[src/rtl/cmpl_seq.sv]
// Digit-serial two's-complement engine: NEG / ABS / ONES / PASS, DIGIT bits per cycle, LSB first.
// Define CMPL_SAT_EN to saturate the most-negative overflow to the most-positive value.
module cmpl_seq #(
  parameter int unsigned WIDTH = 8,
  parameter int unsigned DIGIT = 2
) (
  input  logic             clk,
  input  logic             reset,
  input  logic             start,
  input  logic [1:0]       mode,
  input  logic [WIDTH-1:0] data_in,
  output logic             busy,
  output logic             done,
  output logic [WIDTH-1:0] result,
  output logic             ovf
);

  localparam int unsigned N  = WIDTH / DIGIT;
  localparam int unsigned CW = (N > 1) ? $clog2(N) : 1;

  localparam logic [1:0] MODE_NEG  = 2'b00;
  localparam logic [1:0] MODE_ABS  = 2'b01;
  localparam logic [1:0] MODE_ONES = 2'b10;
  localparam logic [1:0] MODE_PASS = 2'b11;

  localparam logic [WIDTH-1:0] MOST_NEG = {1'b1, {(WIDTH-1){1'b0}}};
`ifdef CMPL_SAT_EN
  localparam logic [WIDTH-1:0] MOST_POS = {1'b0, {(WIDTH-1){1'b1}}};
`endif

  typedef enum logic [1:0] {S_IDLE, S_RUN, S_DONE} state_t;

  state_t           state, state_n;
  logic [WIDTH-1:0] opnd;
  logic [WIDTH-1:0] acc;
  logic [WIDTH-1:0] acc_n;
  logic [CW-1:0]    cnt;
  logic             invert;
  logic             carry;
  logic             ovf_pend;

  logic             latch;
  logic             last;
  logic             inv_c;
  logic             cin_c;
  logic             ovf_c;
  logic [DIGIT-1:0] dsel;
  logic [DIGIT:0]   sum;

  // Next state, per-operation control decode and the slice adder
  always_comb begin
    state_n = state;
    latch   = 1'b0;
    last    = 1'b0;
    inv_c   = 1'b0;
    cin_c   = 1'b0;

    case (mode)
      MODE_NEG:  begin inv_c = 1'b1;             cin_c = 1'b1;             end
      MODE_ABS:  begin inv_c = data_in[WIDTH-1]; cin_c = data_in[WIDTH-1]; end
      MODE_ONES: begin inv_c = 1'b1;             cin_c = 1'b0;             end
      MODE_PASS: begin inv_c = 1'b0;             cin_c = 1'b0;             end
      default:   begin inv_c = 1'b0;             cin_c = 1'b0;             end
    endcase
    ovf_c = ((mode == MODE_NEG) || (mode == MODE_ABS)) && (data_in == MOST_NEG);

    dsel  = invert ? ~opnd[DIGIT-1:0] : opnd[DIGIT-1:0];
    sum   = {1'b0, dsel} + (DIGIT+1)'(carry);
    // New slice enters at the top; after N shifts the first slice sits at the LSB
    acc_n = WIDTH'({sum[DIGIT-1:0], acc} >> DIGIT);

    case (state)
      S_IDLE, S_DONE: begin
        if (start) begin
          latch   = 1'b1;
          state_n = S_RUN;
        end else begin
          state_n = S_IDLE;
        end
      end
      S_RUN: begin
        if (cnt == CW'(N-1)) begin
          last    = 1'b1;
          state_n = S_DONE;
        end
      end
      default: state_n = S_IDLE;
    endcase
  end

  // State register, datapath and registered outputs
  always_ff @(posedge clk) begin
    if (reset) begin
      state    <= S_IDLE;
      opnd     <= '0;
      acc      <= '0;
      cnt      <= '0;
      invert   <= 1'b0;
      carry    <= 1'b0;
      ovf_pend <= 1'b0;
      busy     <= 1'b0;
      done     <= 1'b0;
      result   <= '0;
      ovf      <= 1'b0;
    end else begin
      state <= state_n;
      busy  <= (state_n == S_RUN);
      done  <= (state_n == S_DONE);

      if (latch) begin
        opnd     <= data_in;
        invert   <= inv_c;
        carry    <= cin_c;
        ovf_pend <= ovf_c;
        cnt      <= '0;
      end else if (state == S_RUN) begin
        opnd  <= opnd >> DIGIT;
        carry <= sum[DIGIT];
        acc   <= acc_n;
        cnt   <= cnt + CW'(1);
      end

      if (last) begin
`ifdef CMPL_SAT_EN
        result <= ovf_pend ? MOST_POS : acc_n;
`else
        result <= acc_n;
`endif
        ovf    <= ovf_pend;
      end
    end
  end

endmodule

[config.mk]
export PLATFORM = sky130hd
export DESIGN_NAME = cmpl_seq
export DESIGN_NICKNAME = d
export VERILOG_FILES = /design/src/rtl/cmpl_seq.sv
export SDC_FILE = /design/constraint.sdc
export NUM_CORES = 1
export LEC_CHECK = 0
export CAP_MARGIN = 40
export CORE_ASPECT_RATIO = 1.4
export CORE_UTILIZATION = 50
export DETAILED_ROUTE_END_ITERATION = 10
export HOLD_SLACK_MARGIN = 0.08
export PLACE_DENSITY = 0.77
export SLEW_MARGIN = 20
export SYNTH_ARGS = -nofsm -noshare
export SYNTH_HDL_FRONTEND = slang
export SYNTH_SLANG_ARGS = --single-unit
[constraint.sdc]
create_clock -name clk -period 3.3 [get_ports clk]
set_input_delay 0.99 -clock clk [delete_from_list [all_inputs] [get_ports clk]]
set_output_delay 0.99 -clock clk [all_outputs]
set_load 0.005 [all_outputs]
# After elaboration in Yosys (flattened, before gate mapping)
# Cells that the tools add are included.
totals:
  ram_bits: 0
  latchBits: 0
  ff_bits: 34
  out_inout_bits: 11
  mem_bits_ro: 0
  mem_count: 0
  elab_cells: 48
  input_bits: 13
classes:
  bitwise: 2
  shifts: 0
  magnitude_cmp: 0
  n_eq_ne: 9
  n_mux: 14
  reduce_logical: 10
  div_mod_pow: 0
  n_mul: 0
  add_sub_neg: 2
op_table:
  columns: ["operator", "n"]
  rows:
  - ["8-bit two-way mux", 2]
  - ["2-bit equality test, second input constant", 5]
  - ["8-bit equality test, second input constant", 1]
  - ["2-bit OR reduction", 4]
  - ["1-bit two-way mux", 7]
  - ["2-bit by 1-bit equality test with 1-bit output, second input constant", 3]
  - ["1-bit one-hot mux with 3 select lines", 2]
  - ["2-bit logical NOT", 2]
  - ["2-bit two-way mux", 2]
  - ["2-bit one-hot mux with 2 select lines", 1]
  - ["2-bit by 1-bit adder with 3-bit output", 1]
  - ["2-bit by 1-bit adder with 2-bit output, second input constant", 1]
  - ["2-bit inverter", 1]
  - ["2-bit AND reduction", 1]
  - ["2-bit nonzero test", 1]
  - ["1-bit logical AND", 1]
  - ["1-bit logical OR", 1]
  - ["1-bit inverter", 1]

# Logic depth before layout (Yosys ltp)
# Gate-level depths: netlist of run 1.
logic_depth:
  word_depth: 5
  depth_mapped: 5
  mapped_depth_nobuf: 5

# Worst setup path before layout of run 1
# Ideal clock, no wire load.
synth_path:
  path_kind: "input to register"
  startpoint: "input port start"
  endpoint: "register busy"
  required_ns: 3.172
  n_path_buf: 2
  arrival_time_ns: 1.556
  setup_time_ns: 0.128
  cell_stages: 5
  slack_ns: 1.616
  cell_sequence: "nand2b_1 buf_2 buf_2 o21a_1 nor2_1"
synth_between:
  elab_chain_len: 3
synth_rtl:
  columns: ["item", "line_no", "rtl"]
  rows:
  - ["start, declared", "9", "input logic start,"]
  - ["1-bit two-way mux", "74", "if (start) begin"]
  - ["2-bit one-hot mux with 2 select lines", "72", "case (state)"]
  - ["2-bit by 1-bit equality test with 1-bit output", "107", "busy <= (state_n == S_RUN);"]
  - ["end signal, assigned", "107", null]
  - ["end, declared", "12", "output logic busy,"]
# Every way passes these cells.
# A chain may end at the register's enable or synchronous reset.

==> summary.txt, run 1 <==
Top sig layer: met4
Worst setup EP type: register
Placed Area: 1490 um^2
Die X: 44.7 um
Switch Pwr: 0.180 mW
Clock latency at the later pin of the worst-skew pair: 0.33 ns
Global route overflow: 0
Top area cells in the synthesized netlist: dfxtp_1 50%, nand2_1 10%, a21oi_1 6.7%, a311oi_1 4.8%, nand3_1 3.5%
Core ar.: 2390 um^2
Postcts setup bufs: 0
Initial antenna violation count: 0
Mapped Avg Cell Area: 8.44 um^2
Post-Syn Instances: 151
Slew Viols, Final: 0
First-pass GRT wire length: 4280 um
Register area share after synthesis: 50.3%
# diodes: 0
H-tree depth: 2
Net Sw Frac: 24.9%
CP arrival: 2.39 ns
Drt first-iter violations: 18
Ys Warns: 0
Leakage: 0.553 nW
Max_cap viols: 0
DRC violation count after routing: 0
# clock sinks: 32
Seq pwr share: 57.0%
Layout area overhead: 21.5%
Clock power share: 31.7%
Combinational share of power: 11.3%
CP Max Fanout: 17
Largest family of logic cells by synthesized area: simple AND/OR/NAND/NOR gates
Final Hold Vio Count: 0
Layout cell share with drive strength beyond 1: 4.12%
Post-synthesis mux area share: 2.36%
Crit path time final: 2.20 ns
Final Skew: 0.00413 ns
Synth cell types: 25
Tot GR Track Use: 21.9%
DP Wirelength: 1790 um
Fmax: 454 MHz
CTS tree: done
Max-slew headroom: 46.3%
Vias in the first global route: 1002
Vias per cell: 5.26
GP Congestion: 0.739
Synthesized area: 1270 um^2
Final setup viols: 0
Post-synthesis compound-gate area fraction: 13.1%
Synth top area share: 50.3%
Leading area contributor after synthesis: dfxtp_1
Clock Path Buffers: 2
PostCTS Resize Cnt: 0
Die Area: 2760 um^2
First-pass DRT Iterations: 3
Post-Route WL: 2510 um
Total number of vias: 1073
Post-route cell area: 1550 um^2
Post-synthesis simple-gate area fraction: 23.9%
Hold_buf cts: 0
Worst IR Drop VDD: 0.000357 V
DR WL met3: 93 um
Chip Height: 61.7 um
CTS Buf Count: 5
Crit share post-route: 66.8%
Wl on met1: 1100 um
Power density over the cells: 468 nW/um^2
Met2 wire length: 1270 um
FP Rows: 21
Internal Power: 0.544 mW
Worst slew pin tran: 0.806 ns
Synthesis-stage register bit count: 32
RSZ-0062 raised after global routing: no
Syn Nets: 167
Setup TNS: 0 ns
Hold WC Path Type: reg2reg
XOR/XNOR Fraction of Synth Area: 2.06%
Starting Density: 53.3%
Critical path startpoint category: input port
I/O Pins: 24
Reg clk slew, reported paths: 0.09 ns
Synth Area in Adders: 2.95%
Worst path required time: 3.49 ns
Largest net degree at the start of global routing: 26
Root buf cell: clkbuf_4
Port Buf Inserts: 23
WS Path Type: in2reg
Routed Antenna Nets: 0
Drt wl/cell: 12.3 um
Status: finished, final reports clean
# nets final: 185
## layout by cell type, fill, tap and decap left out, types with 2 or more instances in the layout
master / instances
ha_1: 3
nand3b_1: 2
clkdlybuf4s50_1: 23
nand3_1: 9
mux2i_1: 3
a311oi_1: 7
nor2_1: 11
nand2_1: 35
xor2_1: 2
dfxtp_1: 32
clkbuf_4: 5
nor4_1: 2
clkbuf_1: 2
nor3_1: 4
nand2b_1: 3
a21oi_1: 17
## cell usage after synthesis
master / instances
buf_4: 1
clkbuf_1: 7
ha_1: 3
nor3_1: 4
nor2_1: 11
nor2b_1: 1
xor2_1: 2
nand3_1: 9
and2b_1: 1
a21oi_1: 17
nor4_1: 2
a311oi_1: 7
nand4_1: 1
nand2_1: 35
dfxtp_1: 32
inv_1: 1
o21a_1: 1
nand2b_1: 3
buf_2: 4
buf_6: 1
mux2i_1: 3
a211oi_1: 1
xnor2_1: 1
nand3b_1: 2
o21ai_0: 1
## cells by family after synthesis
| logic type | after synthesis |
|---|---|
| DFF | 32 |
| xor gates and xnor gates | 3 |
| adders and majority gates | 3 |
| buffers and inverters | 14 |
| AOI/OAI and AO/OA | 27 |
| muxes | 3 |
| and+or+nand+nor | 69 |
## path summary, 6_finish.rpt
path                                             start                endpoint  cells past startpoint  slack (ns)
worst max register to register     cnt[0]$_SDFFE_PP0N_  result[2]$_SDFFE_PP0P_                      4        1.71
worst min register to register  result[4]$_SDFFE_PP0P_  result[4]$_SDFFE_PP0P_                      2        0.46
worst min-delay path            result[4]$_SDFFE_PP0P_  result[4]$_SDFFE_PP0P_                      2        0.46
worst max-delay path                             reset   ovf_pend$_SDFFE_PP0N_                      4        1.10
## state kept, by name (all words and copies together), names as in the netlist
register	count
done	1
ovf_pend	1
ovf	1
busy	1
state	2
invert	1
acc	6
result	8
opnd	8
cnt	2
carry	1
## power groups by stage
stage               combinational (mW)  sequential, mW  clock [mW]
finish                          0.0815           0.413       0.230
global route                    0.0915           0.415       0.255
CTS                             0.0817           0.413       0.239
detailed placement              0.0810           0.422           0
global placement                0.0794           0.421           0
floorplan                       0.0584           0.419           0
## stage by stage
stage | util, % | hold WS (ns) | worst slack (ns) | power, mW | cells
final | 64.7 | 0.458 | 1.10 | 0.724 | 204
after global routing | 64.7 | 0.480 | 1.04 | 0.762 | 204
after CTS | 64.7 | 0.461 | 1.11 | 0.733 | 204
after detailed placement | 62.3 | 0.448 | 0.793 | 0.503 | 196
after global placement | 62.3 | 0.448 | 0.813 | 0.501 | 196
after floorplan | - | 0.437 | 1.62 | 0.478 | 151
## cell type report
cell class | instances | area [um^2]
fill | 216 | 843
clock buffer | 8 | 58.8
inverter | 1 | 3.75
multi-input combinational | 105 | 564
tap | 34 | 42.5
sequential | 32 | 641
timing repair buffer | 24 | 238
## critical path, cell delays in order
cell and delay [ns]:
clkdlybuf4s50_1 0.85, buf_4 0.32, nand3b_1 0.12, o21ai_0 0.10
## metal layers
layer / vias up / global-route usage [%]
li1: 549 / -
met1: 497 / 23.7
met2: 21 / 37.8
met3: 6 / 7.80
met4: 0 / 10.4
met5: - / 0
(Power assumes the default switching activity.)
==> run 2, diff against run 1 <==
==> constraint.sdc (replaced) <==
create_clock -name clk -period 2.1 [get_ports clk]
set_input_delay 0.63 -clock clk [delete_from_list [all_inputs] [get_ports clk]]
set_output_delay 0.63 -clock clk [all_outputs]
set_load 0.005 [all_outputs]
==> run 2 against run 1 <==
Clock-buffer cell count fell by 2. Cell count rose by 2.5%. Highest routed layer unchanged. Largest cell class unchanged. Sequential power grew 57%. Sequential share of layout area decreased by 1.4 points. Non-clock buffer count rose by 5. Die area unchanged. Largest power group unchanged. Setup slack worse by 0.82 ns. Clock power up 98%. Sequential cell count unchanged. Via count grew 3.6%. Register-to-register slack worse by 1.0 ns. Global-route usage rose by 0.24 points.
==> summary.txt, run 2 (synthesis gave the netlist of run 1 again) <==
CP Max Fanout: 2
FP Rows: 21
Postcts setup bufs: 0
Worst path top cell family by delay: buffers and inverters
Crit share post-route: 86.7%
Drt first-iter violations: 17
Final Hold Vio Count: 0
Met2 wire length: 1360 um
Vias in the first global route: 1001
Tot GR Track Use: 22.1%
GP Congestion: 0.817
Hold_buf cts: 0
Vias per cell: 5.32
Reg-to-reg slack, setup: 0.67 ns
Chip Height: 61.7 um
DP Wirelength: 1790 um
Clock Path Buffers: 2
Reg clk slew, reported paths: 0.10 ns
Leakage: 0.588 nW
Max_cap viols: 0
Top sig layer: met4
Total number of vias: 1112
Slew Viols, Final: 0
Hold WC Path Type: reg2reg
Layout area overhead: 25.8%
Fmax: 549 MHz
Final Non-Filler Cells: 209
RSZ-0062 raised after global routing: no
Hold endpoint: result[1]$_SDFFE_PP0P_
Worst setup EP type: primary output
Pwr Total: 1.24 mW
Worst IR Drop VDD: 0.000532 V
DR WL met3: 117 um
# diodes: 0
CTS Buf Count: 5
CP peak stage delay: 0.50 ns
Worst Hold Path Cells: 2
Setup TNS: 0 ns
Final setup viols: 0
Global route overflow: 0
Wl on met1: 999 um
CTS tree: done
Core ar.: 2390 um^2
Port Buf Inserts: 23
CP arrival: 1.19 ns
# nets final: 190
Reg-to-Reg End: result[7]$_SDFFE_PP0P_
PostCTS Resize Cnt: 0
Starting Density: 53.3%
First-pass GRT wire length: 4280 um
Buffers and inverters on the worst path: 1
CP cell instances: clkdlybuf4s50_1
Post-Route WL: 2530 um
WS Path Type: reg2out
Max-slew headroom: 61.5%
Initial antenna violation count: 0
Crit path time final: 1.82 ns
Die Area: 2760 um^2
DRC violation count after routing: 0
Most frequent cells in the layout: 35 x nand2_1, 32 x dfxtp_1, 23 x clkdlybuf4s50_1, 17 x a21oi_1, 11 x nor2_1
Routed Antenna Nets: 0
H-tree depth: 2
CP max-delay cell: clkdlybuf4s50_1
Worst path required time: 1.47 ns
Drt wl/cell: 12.1 um
Critical path startpoint category: register
Reg2Reg Launch Point: state[0]$_SDFF_PP0_
Regs by FF count: opnd (8), result (8), acc (6)
Root buf cell: clkbuf_4
Final Skew: 0.00634 ns
Worst R2R Path Depth: 4
Die X: 44.7 um
I/O Pins: 24
# clock sinks: 32
Layout cell share with drive strength beyond 1: 7.43%
Hold path start: result[1]$_SDFFE_PP0P_
Worst slew pin tran: 0.578 ns
First-pass DRT Iterations: 4
Clock latency at the later pin of the worst-skew pair: 0.33 ns
Status: finished, final reports clean
Commonest non-fill, non-tap cell in the layout: nand2_1
Largest net degree at the start of global routing: 25
# placed instances: 201
Power density over the cells: 775 nW/um^2
run 2: worst max-delay path by stage:
stage | startpoint | endpoint | slack (ns) | cells after the start
after detailed placement | start | opnd[7]$_SDFFE_PP0P_ | 0.20 | 4
final | result[6]$_SDFFE_PP0P_ | result[6] | 0.28 | 1
after floorplan | start | busy$_SDFF_PP0_ | 0.78 | 5
after global placement | start | opnd[7]$_SDFFE_PP0P_ | 0.26 | 4
after CTS | result[6]$_SDFFE_PP0P_ | result[6] | 0.27 | 1
after global routing | result[6]$_SDFFE_PP0P_ | result[6] | 0.23 | 1
run 2: final cells by class:
type / instances / area (um^2)
Clock buffer: 6 / 41.3
Timing Repair Buffer: 29 / 275
Multi-Input combinational cell: 105 / 564
Sequential cell: 32 / 641
Inverter: 1 / 3.75
Fill cell: 212 / 788
Tap cell: 34 / 42.5
Clock inverter: 2 / 35.0
run 2: through the flow:
step | instance area, um^2 | util (%) | hold WS [ns] | setup slack [ns]
3_5_place_dp | 1530 | 63.8 | 0.446 | 0.201
6_report | 1600 | 67.0 | 0.460 | 0.279
5_1_grt | 1600 | 67.0 | 0.471 | 0.230
2_1_floorplan | 1270 | - | 0.437 | 0.776
3_3_place_gp | 1530 | 63.8 | 0.441 | 0.256
4_1_cts | 1600 | 67.0 | 0.460 | 0.270
run 2: metal layers:
metal / up-vias / track usage [%]
met3: 5 / 8.09
met1: 519 / 23.5
met2: 27 / 38.7
met5: - / 0
li1: 561 / -
met4: 0 / 10.4
run 2: where the power goes:
group | total, mW | internal [mW] | switching [mW]
Clock | 0.455 | 0.249 | 0.206
Sequential | 0.649 | 0.632 | 0.0168
Combinational | 0.138 | 0.0649 | 0.0730
